## src/rtl/ula_arbiter.sv

```systemverilog
// ----------------------------------------------------------------------------
// ula_arbiter
// Lets two requesters share one combinational ULA. At most one operation is
// in flight: the arbiter accepts a request, drives the ULA from its latched
// copy for one cycle (MUL_CYCLES cycles for multiply), captures the result,
// and keeps the response up until the owning requester consumes it.
// When both requesters are valid at once, the round-robin pointer picks one.
//
// Ports
//   clk, reset                      clock, synchronous active-high reset
//   req0_*/req1_*                   valid/ready request channels (a, b, op)
//   rsp0_*/rsp1_*                   valid/ready response channels
//                                   (result, zero, err)
//   ula_in1, ula_in2, ula_control   operands and control code to the ULA
//   ula_result, zero_flag           combinational results from the ULA
// ----------------------------------------------------------------------------
module ula_arbiter #(
    parameter int MUL_CYCLES = 3
) (
    input  logic        clk,
    input  logic        reset,
    input  logic        req0_valid,
    output logic        req0_ready,
    input  logic [31:0] req0_a,
    input  logic [31:0] req0_b,
    input  logic [3:0]  req0_op,
    input  logic        req1_valid,
    output logic        req1_ready,
    input  logic [31:0] req1_a,
    input  logic [31:0] req1_b,
    input  logic [3:0]  req1_op,
    output logic        rsp0_valid,
    input  logic        rsp0_ready,
    output logic [31:0] rsp0_result,
    output logic        rsp0_zero,
    output logic        rsp0_err,
    output logic        rsp1_valid,
    input  logic        rsp1_ready,
    output logic [31:0] rsp1_result,
    output logic        rsp1_zero,
    output logic        rsp1_err,
    output logic [31:0] ula_in1,
    output logic [31:0] ula_in2,
    output logic [3:0]  ula_control,
    input  logic [31:0] ula_result,
    input  logic        zero_flag
);

    localparam logic [3:0] OP_MUL     = 4'b0110;
    localparam logic [3:0] OP_MAX     = 4'b1000;
    localparam logic [3:0] MUL_COUNT  = 4'(MUL_CYCLES);

    typedef enum logic [1:0] {
        IDLE,
        EXEC,
        RESP
    } state_t;

    state_t      r_state;
    state_t      w_nextState;

    logic [31:0] r_a;
    logic [31:0] r_b;
    logic [3:0]  r_op;
    logic        r_owner;
    logic [3:0]  r_count;
    logic        r_rr;
    logic [31:0] r_result;
    logic        r_zero;
    logic        r_err;

    logic        w_grant;
    logic        w_accept;
    logic        w_opValid;
    logic        w_consume;
    logic        w_lastExec;

    // With both requesters valid the round-robin pointer decides; otherwise
    // whichever one is valid wins (req1 only when req1 is the sole valid).
    assign w_grant    = (req0_valid && req1_valid) ? r_rr : req1_valid;
    assign req0_ready = (r_state == IDLE) && req0_valid && !w_grant;
    assign req1_ready = (r_state == IDLE) && req1_valid && w_grant;
    assign w_accept   = req0_ready || req1_ready;

    assign w_opValid  = (r_op <= OP_MAX);
    assign w_lastExec = (r_state == EXEC) && (r_count == 4'd1);
    assign w_consume  = (r_state == RESP) &&
                        (r_owner ? rsp1_ready : rsp0_ready);

    // State register; reset also throws away any half-finished transaction.
    always_ff @(posedge clk) begin
        if (reset) begin
            r_state <= IDLE;
        end else begin
            r_state <= w_nextState;
        end
    end

    // Next-state logic. EXEC leaves on the edge where the counter is 1, so a
    // load of 1 gives one EXEC cycle and a load of MUL_CYCLES gives that many.
    always_comb begin
        w_nextState = r_state;
        case (r_state)
            IDLE:    if (w_accept)   w_nextState = EXEC;
            EXEC:    if (w_lastExec) w_nextState = RESP;
            RESP:    if (w_consume)  w_nextState = IDLE;
            default:                 w_nextState = IDLE;
        endcase
    end

    // Datapath: latch the granted request, count down the EXEC cycles,
    // capture the ULA output on the last one, and flip the round-robin
    // pointer away from the owner once its response is consumed.
    always_ff @(posedge clk) begin
        if (reset) begin
            r_a      <= '0;
            r_b      <= '0;
            r_op     <= '0;
            r_owner  <= 1'b0;
            r_count  <= '0;
            r_rr     <= 1'b0;
            r_result <= '0;
            r_zero   <= 1'b0;
            r_err    <= 1'b0;
        end else begin
            if (w_accept) begin
                r_owner <= req1_ready;
                r_a     <= req1_ready ? req1_a  : req0_a;
                r_b     <= req1_ready ? req1_b  : req0_b;
                r_op    <= req1_ready ? req1_op : req0_op;
                r_count <= ((req1_ready ? req1_op : req0_op) == OP_MUL) ?
                           MUL_COUNT : 4'd1;
            end
            if (r_state == EXEC) begin
                r_count <= r_count - 4'd1;
            end
            if (w_lastExec) begin
                // An invalid code never reaches the ULA, so the flags are
                // forced here instead of trusting whatever it returns for 0/0.
                r_result <= w_opValid ? ula_result : '0;
                r_zero   <= w_opValid ? zero_flag  : 1'b0;
                r_err    <= !w_opValid;
            end
            if (w_consume) begin
                r_rr <= !r_owner;
            end
        end
    end

    // Output decode: the ULA only sees operands during EXEC of a valid op,
    // and response fields are gated so a non-owner always reads zero.
    always_comb begin
        ula_in1     = '0;
        ula_in2     = '0;
        ula_control = '0;
        if ((r_state == EXEC) && w_opValid) begin
            ula_in1     = r_a;
            ula_in2     = r_b;
            ula_control = r_op;
        end
        rsp0_valid  = (r_state == RESP) && !r_owner;
        rsp1_valid  = (r_state == RESP) && r_owner;
        rsp0_result = rsp0_valid ? r_result : '0;
        rsp0_zero   = rsp0_valid && r_zero;
        rsp0_err    = rsp0_valid && r_err;
        rsp1_result = rsp1_valid ? r_result : '0;
        rsp1_zero   = rsp1_valid && r_zero;
        rsp1_err    = rsp1_valid && r_err;
    end

endmodule

```

## config.mk

```make
export PLATFORM = sky130hd
export DESIGN_NAME = ula_arbiter
export DESIGN_NICKNAME = d
export VERILOG_FILES = /design/src/rtl/ula_arbiter.sv
export SDC_FILE = /design/constraint.sdc
export NUM_CORES = 1
export LEC_CHECK = 0
export CORE_AREA = 2 2 122 124
export CTS_CLUSTER_DIAMETER = 80
export DETAILED_ROUTE_END_ITERATION = 8
export DIE_AREA = 0 0 124 126
export PLACE_DENSITY = 0.9
export RECOVER_POWER = 100
export SYNTH_ARGS = -nofsm -noshare
export SYNTH_HDL_FRONTEND = slang
export SYNTH_SLANG_ARGS = --single-unit
```

## constraint.sdc

```tcl
create_clock -name clk -period 5.5 [get_ports clk]
set_input_delay 0.825 -clock clk [delete_from_list [all_inputs] [get_ports clk]]
set_output_delay 0.825 -clock clk [all_outputs]
set_load 0.01 [all_outputs]
```

======== After elaboration in Yosys (flattened, before gate mapping) ========
Cells that the tools add are included.
storage, ports and cells
  output and inout port bits .............. 140
  latch bits .............................. 0
  ROM bits ................................ 0
  input bits .............................. 175
  logic and storage cells ................. 59
  register bits after elaboration ......... 110
  memories ................................ 0
  RAM bits ................................ 0
cells by class
  magnitude comparators ................... 1
  equality and inequality tests ........... 7
  bitwise operators ....................... 0
  shift operators ......................... 0
  add/subtract/negate cells ............... 1
  reductions and logical operators ........ 21
  mux-type cells .......................... 19
  multipliers ............................. 0
  divide/modulo/power cells ............... 0
operators with widths
  operator             count
  $mux 32              7
  $mux 4               4
  $logic_and 1x1->1    14
  $mux 2               4
  $ne 2x2->1 const B   3
  $pmux 2 s3           1
  $eq 4x1->1 const B   1
  $eq 4x3->1 const B   1
  $le 4x4->1 const B   1
  $sub 4x1->4 const B  1
  $logic_not 1->1      3
  $mux 1               3
  $reduce_and 3->1     1
  $eq 2x1->1 const B   1
  $eq 2x2->1 const B   1
  $logic_not 2->1      1
  $reduce_bool 2->1    1
  $logic_or 1x1->1     1

======== Logic depth before layout (Yosys ltp) ========
  depth in word-level cells ............... 8
  depth in mapped cells ................... 8
  depth with buffers taken out ............ 6

======== Worst setup path before layout ========
Ideal clock, no wire load.
  kind .................................... input -> output
  start point ............................. input port req0_valid
  end point ............................... output port req0_ready
  cell stages on the path ................. 4
  setup slack ............................. 3.227 ns
  path buffers ............................ 2
  required time ........................... 4.675 ns
  arrival time ............................ 1.448 ns
  path through ............................ nand2_1 > buf_2 > buf_2 > a21oi_1
on the way
  cells in the longest elaborated chain, start to end .. 4
  elaborated cells between the ends (all ways) .. 5
RTL lines
  element                RTL line  text
  start, declared        22        input logic req0_valid,
  $logic_and 1x1->1      80        assign w_grant = (req0_valid && req1_valid) ? r_rr : req1_valid;
  $mux 1                 80
  $logic_not 1->1        81        assign req0_ready = (r_state == IDLE) && req0_valid && !w_grant;
  $logic_and 1x1->1 (*)  81
  end, declared          23        output logic req0_ready,
Every way passes the cells marked *; elsewhere a longest branch is shown, timed or not.

======== Final worst setup path ========
  start point ............................. register r_state[0]
  end point ............................... output port ula_in2[17]
on the way
  cells in the longest elaborated chain, start to end .. 3
RTL lines
  element                 RTL line  text
  start, declared         59        state_t r_state;
  start signal, assigned  95        r_state <= w_nextState;
  $eq 2x1->1              156       if ((r_state == EXEC) && w_opValid) begin
  $logic_and 1x1->1       156
  $mux 32                 156
  end, declared           43        output logic [31:0] ula_in2,
Every way passes these cells.

==> qor.yml <==
sta:
  setup_viol: 0
  whs_ns: 0.4793
  timing.setup.tns_ns: 0
  tightestPinTransition_ns: 3.078
  worst_slew_margin_rel: -1.052
  fin_crit_ns: 4.451
  final_hold_violation_count: 0
  timing.final.ws_setup_ns: 1.049
  final.setup_skew_ns: 0.01582
  grt_setup_unrepaired: "no"
  layout_worst_path_cycle_share: 0.8092
  final_max_slew_viol_count: 218
  achievable-frequency_mhz: 224.7
synth:
  synth-main-ff-cell: "sky130_fd_sc_hd__dfxtp_1"
  synthSimpleGateAreaFrac: 0.3531
  synth_top_family_by_area: "simple AND/OR/NAND/NOR gates"
  synthTopCellsByArea: "sky130_fd_sc_hd__dfxtp_1 41%, sky130_fd_sc_hd__and2_1 12%, sky130_fd_sc_hd__a311oi_1 11%, sky130_fd_sc_hd__nand2_1 9.7%, sky130_fd_sc_hd__nor2_1 7.6%"
  post_syn_nets: 880
  synth_mux_area_frac: 0.005778
  synth.avg_cell_area_um2: 7.701
  synthDominantCellAreaShare: 0.4067
  ys_async_sr_fraction: 0
  synth-xor-area-share: 0
  seq_area_frac_synth: 0.4067
  synth_edf_count: 0
  synth_area_um2: 5414
  netlist_instances: 703
  synth_adder_area_share: 0.004622
  ys.warnings.count: 0
  library_cells_used_by_synthesis: 38
  synth_seq_cells: 110
  yosysTopAreaCell: "sky130_fd_sc_hd__dfxtp_1"
  compound_gate_fraction_of_synth_area: 0.1729
die:
  die-height_um: 126
  die_footprint_um2: 15620
  ios: 315
  die-width_um: 124
  fp.coreArea_um2: 14310
  placement_rows: 44
  initial_core_util: 0.3782
clocking:
  clock_sinks: 110
  number_of_hold_buffers_added_after_cts: 0
  cts-resized-gates: 0
  cts-buffers-inserted: 9
  worstSkewPairLatency_ns: 0.35
  cts_max_path_buffers: 2
  path_clk_slew_ns: 0.08
  ctsHtreeMaxLevel: 3
  post_cts_repair_setup_buffers: 0
  clock-root-buffer: "sky130_fd_sc_hd__clkbuf_16"
  clock_tree_from_tritoncts: "done"
global_routing:
  vias_in_the_first_global_route: 5592
  grt_antenna_before_repair: 1
  grt_first_pass_wirelength_mm: 28.06
  global_route.overflow_total: 0
  grt_max_degree: 109
  track_usage: 0.2275
worst_setup_path:
  critical_path.startpoint_type: "flop"
  worst_ep_required_time_ns: 4.68
  reg2reg_slack_ns: 1.87
  critical-path-max-stage-delay_ns: 1.35
  critical_path.endpoint_type: "primary output"
  timing.critical_path.max_delay_family: "simple AND/OR/NAND/NOR gates"
  sum_of_buffers_and_inverters_on_the_critical_path: 2
  path_class: "reg -> out"
  timing.critical_path.cells: "nand2b_1 -> nor2_2 -> buf_4 -> and2_1 -> dlygate4sd3_1"
  critical_path.slowest_cell: "sky130_fd_sc_hd__nor2_2"
  critical_path.max_fanout: 51
  arrival_time_of_data_at_the_critical_path_endpoint_ns: 3.63
place:
  port_buffers: 314
  pre_cts_ws_ns: 2.029
  gpl.final_weighted_congestion: 0.8217
  detailed_place_hpwl_mm: 13.49
  placement.cell_area_um2: 8601
worst_hold_path:
  min_path_type: "reg -> reg"
cells_and_area:
  area.growth.synth_to_final_pct: 64.09
  post_route_cells_drive_above_1_share: 0.03067
  finish.instance_area_um2: 8884
  fillers: 1229
  nets: 1150
power:
  report.power.total_uw: 2165
  vdd_ir_drop_max_uv: 201.1
  power_density_nw_per_um2: 243.7
  leakage_uw: 0.003633
route:
  route.vias.total: 5988
  avgViaCountPerCell: 5.149
  ant_nets: 0
  drtPass1Iterations: 4
  drt_iter0_drc: 302
  routed_wire_per_std_cell_um: 16.03
  drc: 0
  totalWireLength_mm: 18.65
status:
  failed_checks: "capacitance limit, slew limit"
  status: "finished with violations"
flow_run:
  maxCapViolCount: 4
[flip-flops by register name (all words and copies together), names as in the netlist]
register and flops:
r_a 32, r_b 32, r_count 4, r_err 1, r_op 4, r_owner 1
r_result 32, r_rr 1, r_state 2, r_zero 1
[where the power goes]
group | switching, µW | leakage (µW) | internal, µW
clock | 325 | 0.000154 | 366
sequential | 57.1 | 0.000904 | 882
combinational | 264 | 0.00258 | 271
total | 647 | 0.00363 | 1520
[final timing paths]
check	from	endpoint	cells past startpoint
worst max-delay path	r_state[0]	ula_in2[17]	5
worst min-delay path	r_b[8]	r_b[8]	2
worst max register to register	r_state[0]	r_b[27]	5
worst min register to register	r_b[8]	r_b[8]	2
[area by class of cell]
type / count / area [µm²] / area share
antenna: 1 / 2.502 / 0.0002817
clock buffer: 9 / 225.2 / 0.02535
clock inverter: 7 / 87.58 / 0.009859
inverter: 3 / 11.26 / 0.001268
multi-input combinational: 525 / 2924 / 0.3292
sequential: 110 / 2202 / 0.2479
tap: 184 / 230.2 / 0.02592
timing repair buffer: 324 / 3201 / 0.3603
[worst reg2reg max path: cells and delay by family (launching register included)]
family	cells	cell delay (ns)
AOI/OAI and AO/OA	1	0.38
buffers and inverters	1	2.16
DFF	1	0.52
and+or+nand+nor	3	0.44
[synth_stat cells, drive strengths merged, types with 3 or more instances]
master / n
a21oi: 7
a22oi: 33
a311oi: 67
and2: 103
and3: 34
buf: 23
clkbuf: 42
dfxtp: 110
inv: 3
nand2: 140
nor2: 109
nor2b: 3
nor3: 4
[cells in the final DEF (no fill, tap or decap), types with 2 or more instances in the layout]
cell	Yosys	layout
sky130_fd_sc_hd__dfxtp_1	110	110
sky130_fd_sc_hd__dlygate4sd3_1	0	84
sky130_fd_sc_hd__a311oi_1	67	67
sky130_fd_sc_hd__nor3_1	3	3
sky130_fd_sc_hd__ha_1	2	2
sky130_fd_sc_hd__mux2i_1	2	2
sky130_fd_sc_hd__inv_6	0	2
sky130_fd_sc_hd__and3_1	34	34
sky130_fd_sc_hd__nand2b_1	2	2
sky130_fd_sc_hd__buf_4	1	7
sky130_fd_sc_hd__clkdlybuf4s50_1	0	229
sky130_fd_sc_hd__a21oi_1	7	7
sky130_fd_sc_hd__nand2_1	140	139
sky130_fd_sc_hd__nor2b_1	3	2
sky130_fd_sc_hd__inv_1	3	3
sky130_fd_sc_hd__and2_1	103	51
sky130_fd_sc_hd__and2_0	0	52
sky130_fd_sc_hd__clkbuf_16	0	9
sky130_fd_sc_hd__nand3_1	2	2
sky130_fd_sc_hd__clkbuf_1	39	4
sky130_fd_sc_hd__a22oi_1	33	33
sky130_fd_sc_hd__o21ai_0	2	2
sky130_fd_sc_hd__inv_8	0	2
sky130_fd_sc_hd__clkinv_4	0	2
sky130_fd_sc_hd__nor2_1	109	108
[logic make-up after synthesis]
family	Yosys count
AO/OA/AOI/OAI	116
adder cells (fa/ha/maj)	2
flip-flops	110
AND/OR/NAND/NOR	404
buffers and inverters	68
multiplexers	3
[per-stage QoR]
stage,utilization,instances
after global routing,0.6206,1163
after detailed placement,0.6009,1146
after floorplan,-,703
final,0.6206,1163
after global placement,0.6009,1146
after CTS,0.6227,1162
[per-layer routing]
metal	part of all wire	wire length, µm	global-route usage	vias up
met5	0	0	0	-
met4	0.021	400	0.07469	0
met3	0.095	1766	0.06703	28
met2	0.51	9498	0.4156	260
met1	0.37	6980	0.2479	2758
li1	-	-	-	2942
No activity file was read; power rests on OpenSTA's default activity.
